<file path="config.mk">
export PLATFORM = sky130hd
export DESIGN_NAME = rv4028_bus_cycle_gen
export DESIGN_NICKNAME = d
export VERILOG_FILES = /design/src/rtl/rv4028_bus_cycle_gen_pkg.sv /design/src/rtl/rv4028_bus_cycle_gen.sv
export SDC_FILE = /design/constraint.sdc
export NUM_CORES = 1
export LEC_CHECK = 0
export CAP_MARGIN = 20
export CORE_ASPECT_RATIO = 1.4
export CORE_MARGIN = 8
export CORE_UTILIZATION = 38
export CTS_CLUSTER_SIZE = 40
export DETAILED_ROUTE_END_ITERATION = 10
export GPL_TIMING_DRIVEN = 0
export PLACE_DENSITY = 0.77
export SETUP_SLACK_MARGIN = 0.2
export SLEW_MARGIN = 30
export SYNTH_ARGS = -nofsm -noshare
export SYNTH_HDL_FRONTEND = slang
export SYNTH_SLANG_ARGS = --single-unit
</file>
<file path="constraint.sdc">
create_clock -name clk -period 4.3 [get_ports clk]
set_input_delay 0.86 -clock clk [delete_from_list [all_inputs] [get_ports clk]]
set_output_delay 0.86 -clock clk [all_outputs]
set_load 0.02 [all_outputs]
</file>
<file path="src/rtl/rv4028_bus_cycle_gen_pkg.sv">
`default_nettype none
// ============================================================================
// Module      : rv4028_bus_pkg
// Description : Shared types and constants for the RV4028 bus-cycle sequencer.
//               Holds the cycle FSM state encoding, the 2-bit DDR strobe
//               codes and the bit positions inside a DDR pair.
//               A DDR pair carries [0] = level in the clk-high half and
//               [1] = level in the clk-low half of the same cycle.
// Revision    : 1.0 - initial release
// ============================================================================
package rv4028_bus_pkg;

  typedef enum logic [2:0] {
    ST_IDLE  = 3'd0,
    ST_T1    = 3'd1,
    ST_TW    = 3'd2,
    ST_T2    = 3'd3,
    ST_ABORT = 3'd4
  } state_e;

  // Strobes are active low; the two bits are the two halves of one clock.
  localparam logic [1:0] STB_IDLE    = 2'b11;  // inactive for the whole cycle
  localparam logic [1:0] STB_LATE    = 2'b01;  // falls at the mid-cycle edge
  localparam logic [1:0] STB_ON      = 2'b00;  // asserted for the whole cycle
  localparam logic [1:0] STB_RELEASE = 2'b10;  // rises at the mid-cycle edge

  localparam int DDR_HI_IDX = 0;  // clk-high half
  localparam int DDR_LO_IDX = 1;  // clk-low half

  // Strobe code belonging to each bus-cycle phase.
  function automatic logic [1:0] stb_code(input state_e st);
    case (st)
      ST_T1:   stb_code = STB_LATE;
      ST_TW:   stb_code = STB_ON;
      ST_T2:   stb_code = STB_RELEASE;
      default: stb_code = STB_IDLE;
    endcase
  endfunction

endpackage
`default_nettype wire

</file>
<file path="src/rtl/rv4028_bus_cycle_gen.sv">
`default_nettype none
// ============================================================================
// Module      : rv4028_bus_cycle_gen
// Description : Converts one accepted core request into a T1/Tw/T2 cycle on
//               the external 16-bit bus, with a minimum wait count, wait_n
//               stretching and an optional timeout abort. mreq/iorq/wr are
//               produced as DDR pairs so their edges can fall mid-cycle.
// Ports       : clk, rst_n               - clock, async active-low reset
//               req_*_i / req_ready_o    - request handshake from the core
//               resp_*_o                 - one-cycle completion pulse
//               addr_o, msk_n_o          - latched address / byte enables
//               mreq/iorq/wr_ddr_o       - strobe DDR pairs
//               rd_n_o                   - read strobe
//               wait_n_i                 - bus wait input
//               data_in_i, data_out_o,
//               data_oe_o                - bus data path
// Revision    : 1.0 - initial release
// ============================================================================
module rv4028_bus_cycle_gen
  import rv4028_bus_pkg::*;
#(
  parameter int ADDR_W   = 32,
  parameter int DATA_W   = 16,
  parameter int MSK_W    = 2,
  parameter int MIN_WAIT = 1,
  parameter int TIMEOUT  = 255
) (
  input  logic              clk,
  input  logic              rst_n,
  input  logic              req_valid_i,
  output logic              req_ready_o,
  input  logic              req_write_i,
  input  logic              req_io_i,
  input  logic [ADDR_W-1:0] req_addr_i,
  input  logic [DATA_W-1:0] req_wdata_i,
  input  logic [MSK_W-1:0]  req_msk_n_i,
  output logic              resp_valid_o,
  output logic              resp_err_o,
  output logic [DATA_W-1:0] resp_rdata_o,
  output logic [ADDR_W-1:0] addr_o,
  output logic [1:0]        mreq_ddr_o,
  output logic [1:0]        iorq_ddr_o,
  output logic [1:0]        wr_ddr_o,
  output logic              rd_n_o,
  output logic [MSK_W-1:0]  msk_n_o,
  input  logic              wait_n_i,
  input  logic [DATA_W-1:0] data_in_i,
  output logic [DATA_W-1:0] data_out_o,
  output logic              data_oe_o
);

  localparam int TCNT_W = (TIMEOUT > 0) ? $clog2(TIMEOUT + 1) : 1;

  state_e              state_q;
  logic                write_q;
  logic                io_q;
  logic [ADDR_W-1:0]   addr_q;
  logic [DATA_W-1:0]   wdata_q;
  logic [MSK_W-1:0]    msk_n_q;
  logic [3:0]          wcnt_q;
  logic [TCNT_W-1:0]   tcnt_q;
  logic [TCNT_W-1:0]   tcnt_d;
  logic                resp_valid_q;
  logic                resp_err_q;
  logic [DATA_W-1:0]   resp_rdata_q;

  logic                accept;
  logic                in_cycle;
  logic [1:0]          stb;

  assign req_ready_o = (state_q == ST_IDLE) || (state_q == ST_T2);
  assign accept      = req_valid_i && req_ready_o;
  assign tcnt_d      = tcnt_q + 1'b1;

  always_ff @(posedge clk or negedge rst_n) begin
    if (!rst_n) begin
      state_q      <= ST_IDLE;
      write_q      <= 1'b0;
      io_q         <= 1'b0;
      addr_q       <= '0;
      wdata_q      <= '0;
      msk_n_q      <= '1;
      wcnt_q       <= '0;
      tcnt_q       <= '0;
      resp_valid_q <= 1'b0;
      resp_err_q   <= 1'b0;
      resp_rdata_q <= '0;
    end else begin
      resp_valid_q <= 1'b0;
      resp_err_q   <= 1'b0;

      // Accept only happens in IDLE or T2, where the counters are free.
      if (accept) begin
        write_q <= req_write_i;
        io_q    <= req_io_i;
        addr_q  <= req_addr_i;
        wdata_q <= req_wdata_i;
        msk_n_q <= req_msk_n_i;
        wcnt_q  <= 4'(MIN_WAIT);
        tcnt_q  <= '0;
      end

      case (state_q)
        ST_IDLE: begin
          if (accept) state_q <= ST_T1;
        end
        ST_T1: begin
          if (wcnt_q == 4'd0 && wait_n_i) begin
            state_q <= ST_T2;
          end else begin
            // T1 already consumes the first minimum wait count, so exactly
            // MIN_WAIT Tw cycles follow before wait_n is looked at.
            state_q <= ST_TW;
            if (wcnt_q != 4'd0) wcnt_q <= wcnt_q - 4'd1;
          end
        end
        ST_TW: begin
          if (wcnt_q != 4'd0) begin
            wcnt_q <= wcnt_q - 4'd1;
          end else if (!wait_n_i) begin
            tcnt_q <= tcnt_d;
            if (TIMEOUT != 0 && tcnt_d == TCNT_W'(TIMEOUT)) state_q <= ST_ABORT;
          end else begin
            state_q <= ST_T2;
          end
        end
        ST_T2: begin
          resp_valid_q <= 1'b1;
          resp_rdata_q <= write_q ? '0 : data_in_i;
          state_q      <= accept ? ST_T1 : ST_IDLE;
        end
        ST_ABORT: begin
          resp_valid_q <= 1'b1;
          resp_err_q   <= 1'b1;
          resp_rdata_q <= '0;
          state_q      <= ST_IDLE;
        end
        default: state_q <= ST_IDLE;
      endcase
    end
  end

  // Strobes are decoded straight from state so an async reset idles the
  // pins without waiting for a clock edge.
  assign in_cycle   = (state_q == ST_T1) || (state_q == ST_TW) || (state_q == ST_T2);
  assign stb        = stb_code(state_q);
  assign mreq_ddr_o = io_q    ? STB_IDLE : stb;
  assign iorq_ddr_o = io_q    ? stb      : STB_IDLE;
  assign wr_ddr_o   = write_q ? stb      : STB_IDLE;
  assign rd_n_o     = !(in_cycle && !write_q);
  assign data_oe_o  = in_cycle && write_q;

  assign addr_o       = addr_q;
  assign msk_n_o      = msk_n_q;
  assign data_out_o   = wdata_q;
  assign resp_valid_o = resp_valid_q;
  assign resp_err_o   = resp_err_q;
  assign resp_rdata_o = resp_rdata_q;

endmodule
`default_nettype wire

</file>
=== Yosys cells after proc, flatten, opt, wreduce, memory -nomap -nowiden ===
Cells that the tools add are included.

* Add/subtract/negate cells: 2
* Equal/unequal tests: 8
* Multiplexer cells: 23
* Reductions and logical operators: 15

{| class="wikitable"
|+ Operators by type and width
! kind !! count
|-
| $mux 8 || 4
|-
| $pmux 16 s2 || 1
|-
| $mux 16 || 1
|-
| $mux 3 || 4
|-
| $mux 4 || 3
|-
| $pmux 3 s4 || 1
|-
| $add 8x1->8 const B || 1
|-
| $eq 8x8->1 const B || 1
|-
| $pmux 4 s2 || 1
|-
| $eq 3x2->1 const B || 2
|-
| $mux 2 || 3
|-
| $pmux 2 s3 || 1
|-
| $logic_and 1x1->1 || 4
|-
| $logic_not 4->1 || 1
|-
| $mux 1 || 4
|-
| $ne 2x2->1 const B || 2
|-
| $reduce_bool 4->1 || 1
|-
| $sub 4x1->4 const B || 1
|-
| $eq 3x1->1 const B || 1
|-
| $eq 3x3->1 const B || 1
|-
| $logic_not 3->1 || 1
|-
| $logic_or 1x1->1 || 3
|-
| $ne 3x3->1 const B || 1
|-
| $reduce_and 3->1 || 1
|-
| other kinds (3) || 4
|}

* Bits in registers: 85
* Input port bits: 72
* Output and inout port bits: 77

=== Logic depth before layout (Yosys ltp) ===
Gate-level depths: netlist (run 1).

* Word-level depth: 7
* Depth in mapped cells: 8
* Gate-level depth less buffers: 8

=== Least setup slack after synthesis (run 1) ===
OpenSTA, ideal clock, no wires.

* Path kind: flip-flop to output port
* Start: register state_q[1]
* End: output mreq_ddr_o[1]
* Arrival: 1.260 ns
* Slack: 2.180 ns
* Cell stages (with the launch flop): 5
* Cells stage by stage: dfrtp_1 > buf_2 > nor2b_1 > nor2_1 > or3_1

* Cells in the longest elaborated chain, start to end: 3
* Elaborated cells on any way between the ends: 5
* Classes of those cells: eq/ne (3); mux (2)

{| class="wikitable"
|+ RTL lines
! what !! line !! source
|-
| start: declaration || rv4028_bus_cycle_gen.sv:54 || <nowiki>state_e state_q;</nowiki>
|-
| start signal: assignment || rv4028_bus_cycle_gen.sv:130 || <nowiki>state_q <= accept ? ST_T1 : ST_IDLE;</nowiki>
|-
| $eq 3x2->1 / $eq 3x1->1 (equally long branches) || rv4028_bus_cycle_gen_pkg.sv:32 || <nowiki>case (st)</nowiki>
|-
| $pmux 2 s3 * || rv4028_bus_cycle_gen_pkg.sv:32 ||
|-
| $mux 2 * || rv4028_bus_cycle_gen.sv:147 || <nowiki>assign mreq_ddr_o = io_q ? STB_IDLE : stb;</nowiki>
|-
| end: declaration || rv4028_bus_cycle_gen.sv:41 || <nowiki>output logic [1:0] mreq_ddr_o,</nowiki>
|}

Every way passes the cells marked *; elsewhere a longest branch is shown, timed or not.

=== Worst setup path in the final report (run 1) ===
* Start: register state_q[1]
* End: output wr_ddr_o[1]

* Cells in the longest elaborated chain, start to end: 3
* Elaborated cells on any way between the ends: 5
* Classes of those cells: eq/ne (3); mux (2)

{| class="wikitable"
|+ RTL lines
! what !! line !! source
|-
| $eq 3x2->1 / $eq 3x1->1 (equally long branches) || rv4028_bus_cycle_gen_pkg.sv:32 ||
|-
| $pmux 2 s3 * || rv4028_bus_cycle_gen_pkg.sv:32 ||
|-
| $mux 2 * || rv4028_bus_cycle_gen.sv:149 || <nowiki>assign wr_ddr_o = write_q ? stb : STB_IDLE;</nowiki>
|-
| end: declaration || rv4028_bus_cycle_gen.sv:43 || <nowiki>output logic [1:0] wr_ddr_o,</nowiki>
|}

Marked as above.

==> impl_metrics.csv, run 1 <==
group,metric,value,unit
detailed_routing,via_per_inst,5.04,
global_routing,groute.usage.overall,0.156,
timing,slew_headroom,0.365,
critical_path,cp_common_cell,"nor2_1",
cts,cts_tree,"done",
floorplanning,io_pins,149,
placed_design,place_ws,1.35,ns
logic_synthesis,synth_edf_count,0,
timing,fmax,316,MHz
critical_path,crit_end,"wr_ddr_o[1]",
timing,finalSetupViolCount,0,
power,p_per_area,781,mW/mm^2
cts,cts_root_buffer,"clkbuf_16",
global_routing,use_met1,0.166,
cts,clock_latency,0.33,ns
layout,final_common_cell,"clkdlybuf4s50_1",
detailed_routing,drc,0,
floorplanning,die_w,98.0,um
critical_path,critPathRequiredTime,3.44,ns
logic_synthesis,yosysTopAreaCell,"dfrtp_1",
layout,fill_cells,763,
detailed_routing,drtIter0Drc,89,
cts,htreeDepth,3,
logic_synthesis,yosysTopAreaCellShare,0.581,
critical_path,crit_path_top_delay_cell,"clkdlybuf4s50_1",
critical_path,crit_family,"simple AND/OR/NAND/NOR gates",
layout,syn_to_final_growth,54.8,%
cts,numCtsBuffers,9,
critical_path,cp.buffers_inverters,2,
layout,final_cell_mix,"147 x clkdlybuf4s50_1, 83 x dfrtp_1, 52 x mux2_2, 16 x o21ai_0, 16 x a22o_1",
placed_design,hpwl,7420,um
timing,worst_pin_slew,0.951,ns
global_routing,gr-total-overflow,0,
logic_synthesis,syn_area_per_cell,12.8,sq um
global_routing,busiest_layer,"met2",
layout,drive_gt1_frac,0.198,
critical_path,crit_path_max_incr_delay,0.57,ns
timing,rsz0062_at_grt,"false",
critical_path,path_cells,"buf_2, nor2b_1, nor2_1, nor2_1, nand2_1, clkdlybuf4s50_1",
critical_path,critPathCaptureType,"output port",
logic_synthesis,ys_ff_latch,85,
detailed_routing,post_drt_wl_per_cell,17.5,um
critical_path,worstPathArrival,2.31,ns
placed_design,numPortBuffers,148,
floorplanning,die_y,131,um
logic_synthesis,ys.warnings.count,0,
detailed_routing,vias,2791,
critical_path,r2r_start,"tcnt_q[0]",
power,total_power,4.32,mW
layout,multiInputGateArea,0.00136,sq mm
logic_synthesis,synthCells,279,
floorplanning,std_cell_rows,42,
logic_synthesis,ys.flop_type,"dfrtp_1",
outcome,status,"finished, final reports clean",
global_routing,met3_usage,0.0710,
critical_path,worst_r2r_endpoint,"state_q[2]",
logic_synthesis,ys_seq_area_frac,0.596,
global_routing,antenna_found_initial,0,
cts,clk_path_buf_depth,2,
detailed_routing,drt_wl_total,9710,um
cts,post-cts-setup-buffer-count,0,
placed_design,gp_congestion,0.814,
critical_path,critical_path_class,"flop to output port",
timing,finalCriticalPeriod,3.17,ns
timing,drv_slew,0,
global_routing,grt_pass1_wl,15800,um
power,p_leak,2.32,nW
detailed_routing,ant_nets,0,
logic_synthesis,async_flop_share,1.00,
critical_path,path_max_fanout,9,
logic_synthesis,ys_top_cells_by_area,"dfrtp_1 58%, mux2_2 16%, a22o_1 3.9%",
floorplanning,core,0.00930,sq mm
timing,worst_slack,1.13,ns
floorplanning,dieArea,0.0128,sq mm
cts,path_clk_slew,0.06,ns
layout,fin_nets,514,
critical_path,r2r_cells,7,
logic_synthesis,synthesis.nets,354,
detailed_routing,drt_pre_antenna_iters,4,
logic_synthesis,synth_cell_types,40,
global_routing,grtUsageMet2,0.268,
timing,clock_skew,0.00384,ns
critical_path,r2r_slack,2.09,ns
layout,diodes,0,
timing,fin_crit_sh,0.737,
hold_path,hp-class,"primary input to async pin",
power,peakVddDrop,466,uV
layout,register_area,0.00213,sq mm
run,max-cap-violations,0,
critical_path,timing.critical_path.from,"state_q[1]",
cts,post_cts_resize_count,0,
critical_path,start_kind,"flop",
logic_synthesis,syn_area,0.00357,sq mm
cts,cts_hold_buf,0,
critical_path,cp.depth,6,
cts,clock_sinks,85,
global_routing,grt_max_degree,49,
timing,hold_viol,0,
global_routing,grt_pass1_vias,3117,
floorplanning,start_util,0.384,
[flip-flops by register name, summed over array words and instances, names as in the netlist]
register	count
addr_o	32
data_out_o	16
resp_rdata_o	16
tcnt_q	8
wcnt_q	4
state_q	3
msk_n_o	2
io_q	1
resp_err_o	1
resp_valid_o	1
write_q	1
[per-stage QoR]
| stage | hold slack (ns) | instances | instance area (sq um) | setup TNS (ns) | util |
|---|---|---|---|---|---|
| 6_report | 0.437 | 554 | 5540 | 0 | 0.595 |
| 5_1_grt | 0.462 | 554 | 5540 | 0 | 0.595 |
| 4_1_cts | 0.436 | 554 | 5540 | 0 | 0.595 |
| 3_5_place_dp | 0.491 | 538 | 5220 | 0 | 0.561 |
| 3_3_place_gp | 0.483 | 537 | 5190 | -60.36 | 0.558 |
| 2_1_floorplan | 0.469 | 279 | 3570 | 0 | - |
[power breakdown]
part / leakage, nW / internal [mW] / switching [mW]
Combinational: 1.12 / 1.11 / 1.05
Sequential: 1.04 / 1.17 / 0.197
Clock: 0.152 / 0.497 / 0.296
Total: 2.32 / 2.77 / 1.55
[synthesized netlist by cell type (2+ instances only)]
cell and n:
inv_1 6, mux2_2 52, a22o_1 16, dfstp_2 2, o31ai_1 5, clkbuf_1 4
nand2b_1 5, nor2b_1 4, or2_2 2, nand2_1 12, nor3_1 7, buf_2 10
o21ai_0 16, nand3_1 4, nor2_1 14, a21oi_1 8, nor3b_1 3, or3_1 2
nor4_1 2, dfrtp_1 83, ha_1 3
[worst register-to-register path, delay by kind of cell, from the launching register on]
kind                       cells  cell delay, ns
buffers and inverters          1            0.16
and+or+nand+nor                4            1.18
DFF                            1            0.44
xor gates and xnor gates       1            0.14
adders and majority gates      1            0.21
[layer usage]
layer / vias to the layer above / routed length (um)
met4: 0 / 115
met1: 1370 / 3610
li1: 1313 / -
met2: 100 / 5040
met3: 8 / 950
met5: - / 0
[logic make-up after synthesis]
group,after synthesis,synth area share
flops,85,0.596
simple gates,64,0.0984
mux,53,0.167
compound gates,52,0.0994
buf+inv,20,0.0245
fa+ha+maj,3,0.0105
xor+xnor,2,0.00490
[how the worst min path moves through the flow]
stage	startpoint	to	cells after the start
final	rst_n	addr_o[17]	1
after detailed placement	resp_rdata_o[13]	resp_rdata_o[13]	1
after CTS	rst_n	addr_o[14]	1
after floorplan	tcnt_q[7]	tcnt_q[7]	1
after global routing	rst_n	resp_rdata_o[0]	1
after global placement	tcnt_q[7]	tcnt_q[7]	1
[area by class of cell]
| type | count | share of cell area |
|---|---|---|
| inverter | 6 | 0.00407 |
| clock inverter | 3 | 0.00769 |
| sequential | 85 | 0.385 |
| timing repair buffer | 149 | 0.273 |
| tap | 110 | 0.0249 |
| clock buffer | 13 | 0.0488 |
| buffer | 14 | 0.0118 |
| multi-input combinational | 174 | 0.245 |
(Power assumes the default switching activity.)
==> run 2: changes to the inputs <==
- PLACE_DENSITY: 0.77 -> 0.8
- clock period: 4.3 -> 2.6 ns (I/O delays scaled with it)
==> impl_metrics.csv, run 2 (synthesis gave the netlist of run 1 again) <==
group,metric,value,unit
outcome,status,"finished, final reports clean",
global_routing,grt_pass1_wl,15600,um
placed_design,gp_congestion,0.836,
timing,hold_viol,0,
cts,cts_hold_buf,0,
timing,drv_slew,0,
critical_path,r2r_start,"tcnt_q[0]",
critical_path,path_cells,"clkbuf_4, inv_1, nor2_4, nor2_1, nor2_2, nand2_1, dlygate4sd2_1",
run,max-cap-violations,0,
floorplanning,std_cell_rows,42,
detailed_routing,post_drt_wl_per_cell,17.2,um
power,p_leak,2.32,nW
placed_design,hpwl,7240,um
layout,register_area,0.00213,sq mm
power,power.share.switching,0.364,
layout,drive_gt1_frac,0.209,
critical_path,r2r_slack,0.36,ns
critical_path,critPathCaptureType,"output port",
layout,final_cell_mix,"140 x clkdlybuf4s50_1, 82 x dfrtp_1, 52 x mux2_2, 16 x o21ai_0, 16 x a22o_1",
timing,fin_crit_sh,0.909,
layout,multiInputGateArea,0.00138,sq mm
detailed_routing,m1WireLength,3590,um
power,p_per_area,1280,mW/mm^2
global_routing,grt_pass1_vias,3087,
layout,syn_to_final_growth,54.4,%
detailed_routing,ant_nets,0,
critical_path,crit_path_max_incr_delay,0.35,ns
layout,fin_nets,514,
timing,slew_headroom,0.461,
detailed_routing,drt_wl_total,9510,um
timing,clock_skew,0.00500,ns
cts,cts_root_buffer,"clkbuf_16",
cts,numCtsBuffers,9,
power,pwr-share-comb,0.506,
floorplanning,die_y,131,um
timing,rsz0062_at_grt,"true",
global_routing,groute.usage.overall,0.153,
layout,final_cells,554,
critical_path,critPathRequiredTime,2.08,ns
layout,diodes,0,
detailed_routing,drtIter0Drc,82,
cts,path_clk_slew,0.06,ns
layout,fill_cells,753,
global_routing,grt_max_degree,46,
placed_design,numPortBuffers,148,
floorplanning,start_util,0.384,
detailed_routing,drt_pre_antenna_iters,5,
critical_path,path_max_fanout,9,
critical_path,r2r_cells,7,
detailed_routing,via_per_inst,5.02,
cts,clock_sinks,85,
floorplanning,dieArea,0.0128,sq mm
detailed_routing,vias,2781,
power,p_int,4.48,mW
power,seq_power_share,0.320,
global_routing,antenna_found_initial,0,
cts,clk_path_buf_depth,2,
cts,htreeDepth,3,
cts,clock_latency,0.32,ns
timing,fmax,423,MHz
timing,finalCriticalPeriod,2.36,ns
hold_path,hp-class,"primary input to async pin",
global_routing,gr-total-overflow,0,
detailed_routing,wl_met2,5100,um
placed_design,place_inst,538,
timing,worst_pin_slew,0.807,ns
detailed_routing,drc,0,
power,clockPowerShare,0.174,
cts,cts_tree,"done",
critical_path,critical_path_class,"flop to output port",
critical_path,start_kind,"flop",
power,total_power,7.05,mW
critical_path,worst_r2r_endpoint,"state_q[2]",
critical_path,timing.critical_path.from,"state_q[1]",
timing,finalSetupViolCount,0,
layout,largest_reg_flops,32,
power,net-switching-power,2.57,mW
floorplanning,core,0.00930,sq mm
power,peakVddDrop,846,uV
detailed_routing,wl_met3,716,um
critical_path,worstPathArrival,1.84,ns
floorplanning,die_w,98.0,um
cts,post-cts-setup-buffer-count,0,
layout,final_common_cell,"clkdlybuf4s50_1",
critical_path,crit_path_top_delay_cell,"dfrtp_1",
floorplanning,io_pins,149,
detailed_routing,top_layer_used,"met4",
run 2: cell count changes in the layout (fill, tap and decap cells not counted), moves of 2 or more:
cell	previous run	this run
clkbuf_2	0	2
clkbuf_4	0	2
clkbuf_8	3	0
clkdlybuf4s50_1	147	140
dlygate4sd2_1	0	4
nor2_1	14	12
run 2: worst max path at each step:
stage                     end  slack (ns)  depth (start not counted)
6_report        iorq_ddr_o[1]        0.24                          7
5_1_grt         iorq_ddr_o[1]        0.11                          7
4_1_cts         mreq_ddr_o[0]        0.21                          3
3_5_place_dp   data_out_o[15]        0.01                          6
3_3_place_gp       addr_o[23]       -2.05                          1
2_1_floorplan      state_q[2]        0.62                          7
run 2: area by class of cell:
cell class | instances | share of cell area
inverters | 6 | 0.00408
well taps | 110 | 0.0249
clock buffers | 12 | 0.0428
clock inverters | 4 | 0.00884
multi-input cells | 174 | 0.249
flip-flops and latches | 85 | 0.386
plain buffers | 14 | 0.0129
repair buffers | 149 | 0.271
run 2: repair_timing:
item / CTS / global route
gates cloned: 0 / 0
endpoints found under the setup margin: 8 / 6
endpoints found under the hold margin: 0 / 0
pin swaps: 0 / 1
gates resized for setup: 10 / 11
run 2: critical path: cells and delay by family (launching register included):
family	cells	cell delay, ns
buffers and inverters	3	0.64
and+or+nand+nor	4	0.53
DFF	1	0.35
run 2: per-layer routing:
layer / global-route usage / vias to the layer above
met1: 0.164 / 1368
met3: 0.0573 / 6
met4: 0.0534 / 0
met5: 0 / -
li1: - / 1321
met2: 0.271 / 86
run 2: power by group through the flow:
stage / registers (mW) / clock network (mW) / logic (mW)
2_1_floorplan: 2.90 / 0 / 1.27
3_3_place_gp: 2.24 / 0 / 3.55
3_5_place_dp: 2.28 / 0 / 3.62
4_1_cts: 2.26 / 1.26 / 3.61
5_1_grt: 2.35 / 1.31 / 3.81
6_report: 2.26 / 1.23 / 3.57
run 2: metrics by stage:
step	util	hold WS [ns]	TNS (ns)	instance area (sq um)	worst slack, ns
after floorplan	-	0.224	0	3570	0.622
final	0.593	0.106	0	5520	0.236
after global routing	0.593	0.135	0	5520	0.111
after detailed placement	0.561	0.469	0	5220	0.0107
after global placement	0.558	0.483	-171.86	5190	-2.05
after CTS	0.592	0.122	0	5510	0.205
==> run 3: changes to the inputs <==
- TNS_END_PERCENT: default -> 5
==> impl_metrics.csv, run 3 (synthesis gave the netlist of run 1 again) <==
group,metric,value,unit
floorplanning,start_util,0.384,
cts,cts_root_buffer,"clkbuf_16",
floorplanning,core,0.00930,sq mm
critical_path,critPathRequiredTime,2.08,ns
global_routing,grt_pass1_wl,15600,um
power,power.share.switching,0.364,
cts,clock_latency,0.32,ns
timing,fmax,419,MHz
placed_design,dpl_cell_area,0.00522,sq mm
power,pwr-share-comb,0.506,
layout,design_area,0.00553,sq mm
timing,slew_headroom,0.460,
power,clockPowerShare,0.174,
critical_path,crit_family,"buffers and inverters",
layout,fin_util,0.594,
critical_path,start_kind,"flop",
timing,clock_skew,0.00500,ns
detailed_routing,drt_wl_total,9510,um
cts,cts_hold_buf,0,
placed_design,gp_congestion,0.836,
placed_design,hpwl,7240,um
run,max-cap-violations,0,
critical_path,crit_path_top_delay_cell,"dfrtp_1",
timing,worst_pin_slew,0.808,ns
hold_path,hp-class,"primary input to async pin",
timing,drv_slew,0,
detailed_routing,via_per_inst,5.02,
critical_path,worstPathArrival,1.87,ns
floorplanning,std_cell_rows,42,
timing,hold_viol,0,
timing,finalSetupViolCount,0,
detailed_routing,vias,2782,
timing,rsz0062_at_grt,"true",
placed_design,numPortBuffers,148,
power,p_int,4.49,mW
critical_path,critical_path_class,"flop to output port",
layout,syn_to_final_growth,54.6,%
power,seq_power_share,0.320,
cts,cts_tree,"done",
floorplanning,io_pins,149,
critical_path,cp.buffers_inverters,3,
critical_path,crit_path_max_incr_delay,0.35,ns
floorplanning,die_y,131,um
detailed_routing,ant_nets,0,
layout,drive_gt1_frac,0.203,
power,p_per_area,1280,mW/mm^2
layout,fin_nets,514,
detailed_routing,drc,0,
timing,fin_crit_sh,0.918,
global_routing,grt_pass1_vias,3087,
detailed_routing,drtIter0Drc,82,
global_routing,gr-total-overflow,0,
cts,clk_path_buf_depth,2,
layout,diodes,0,
critical_path,path_max_fanout,9,
detailed_routing,drt_pre_antenna_iters,5,
timing,finalCriticalPeriod,2.39,ns
cts,htreeDepth,3,
layout,largest_reg_flops,32,
cts,clock_sinks,85,
power,net-switching-power,2.57,mW
critical_path,r2r_slack,0.37,ns
global_routing,grt_max_degree,46,
cts,path_clk_slew,0.06,ns
critical_path,path_cells,"clkbuf_4, inv_1, nor2_4, nor2_1, nor2_2, nand2_1, dlygate4sd2_1",
outcome,status,"finished, final reports clean",
power,p_leak,2.32,nW
power,peakVddDrop,846,uV
critical_path,critPathCaptureType,"output port",
global_routing,antenna_found_initial,0,
floorplanning,dieArea,0.0128,sq mm
layout,final_common_cell,"clkdlybuf4s50_1",
layout,final_cell_mix,"140 x clkdlybuf4s50_1, 83 x dfrtp_1, 52 x mux2_2, 16 x o21ai_0, 16 x a22o_1",
floorplanning,die_w,98.0,um
global_routing,groute.usage.overall,0.153,
cts,numCtsBuffers,9,
detailed_routing,post_drt_wl_per_cell,17.2,um
run 3: changes by cell type in the layout (fill, tap and decap cells not counted), sizes merged:
cell,previous run,this run
clkbuf,19,17
dlygate4sd2,4,6
run 3: path summary, 6_finish.rpt:
path                            start     endpoint  depth (start not counted)
setup / recovery           state_q[1]  wr_ddr_o[1]                          7
hold / removal                  rst_n   addr_o[16]                          1
setup reg to reg            tcnt_q[0]   state_q[2]                          7
hold reg to reg             wcnt_q[0]    wcnt_q[0]                          1
max in group asynchronous       rst_n   msk_n_o[0]                          2
min in group clk            wcnt_q[0]    wcnt_q[0]                          1
run 3: timing repair:
item,in CTS,in global routing
pin swaps,0,1
buffers inserted,0,0
resized for setup,10,6
endpoints found under the setup margin,8,6
run 3: metrics by stage:
stage | hold WS [ns] | setup slack, ns | setup TNS (ns) | instances | total power, mW
6_report | 0.106 | 0.213 | 0 | 554 | 7.05
5_1_grt | 0.135 | 0.111 | 0 | 554 | 7.48
4_1_cts | 0.122 | 0.205 | 0 | 554 | 7.13
3_5_place_dp | 0.469 | 0.0107 | 0 | 538 | 5.90
3_3_place_gp | 0.483 | -2.05 | -171.86 | 537 | 5.79
2_1_floorplan | 0.224 | 0.622 | 0 | 279 | 4.17
run 3: power by group through the flow:
stage          logic, mW  registers [mW]  clock network, mW
5_1_grt             3.81            2.35               1.31
3_5_place_dp        3.62            2.28                  0
4_1_cts             3.61            2.26               1.26
2_1_floorplan       1.27            2.90                  0
3_3_place_gp        3.55            2.24                  0
6_report            3.57            2.26               1.23
run 3: final cells by class:
| cell class | instances | area [sq um] |
|---|---|---|
| well taps | 110 | 138 |
| fillers | 753 | 3770 |
| flip-flops and latches | 85 | 2130 |
| plain buffers | 14 | 71.3 |
| clock inverters | 4 | 48.8 |
| inverters | 6 | 22.5 |
| clock buffers | 12 | 236 |
| multi-input cells | 174 | 1380 |
| repair buffers | 149 | 1510 |
run 3: metal layers:
metal	global-route usage	routed length, um
met1	0.164	3590
met5	0	0
met4	0.0534	95
met3	0.0573	718
met2	0.271	5100
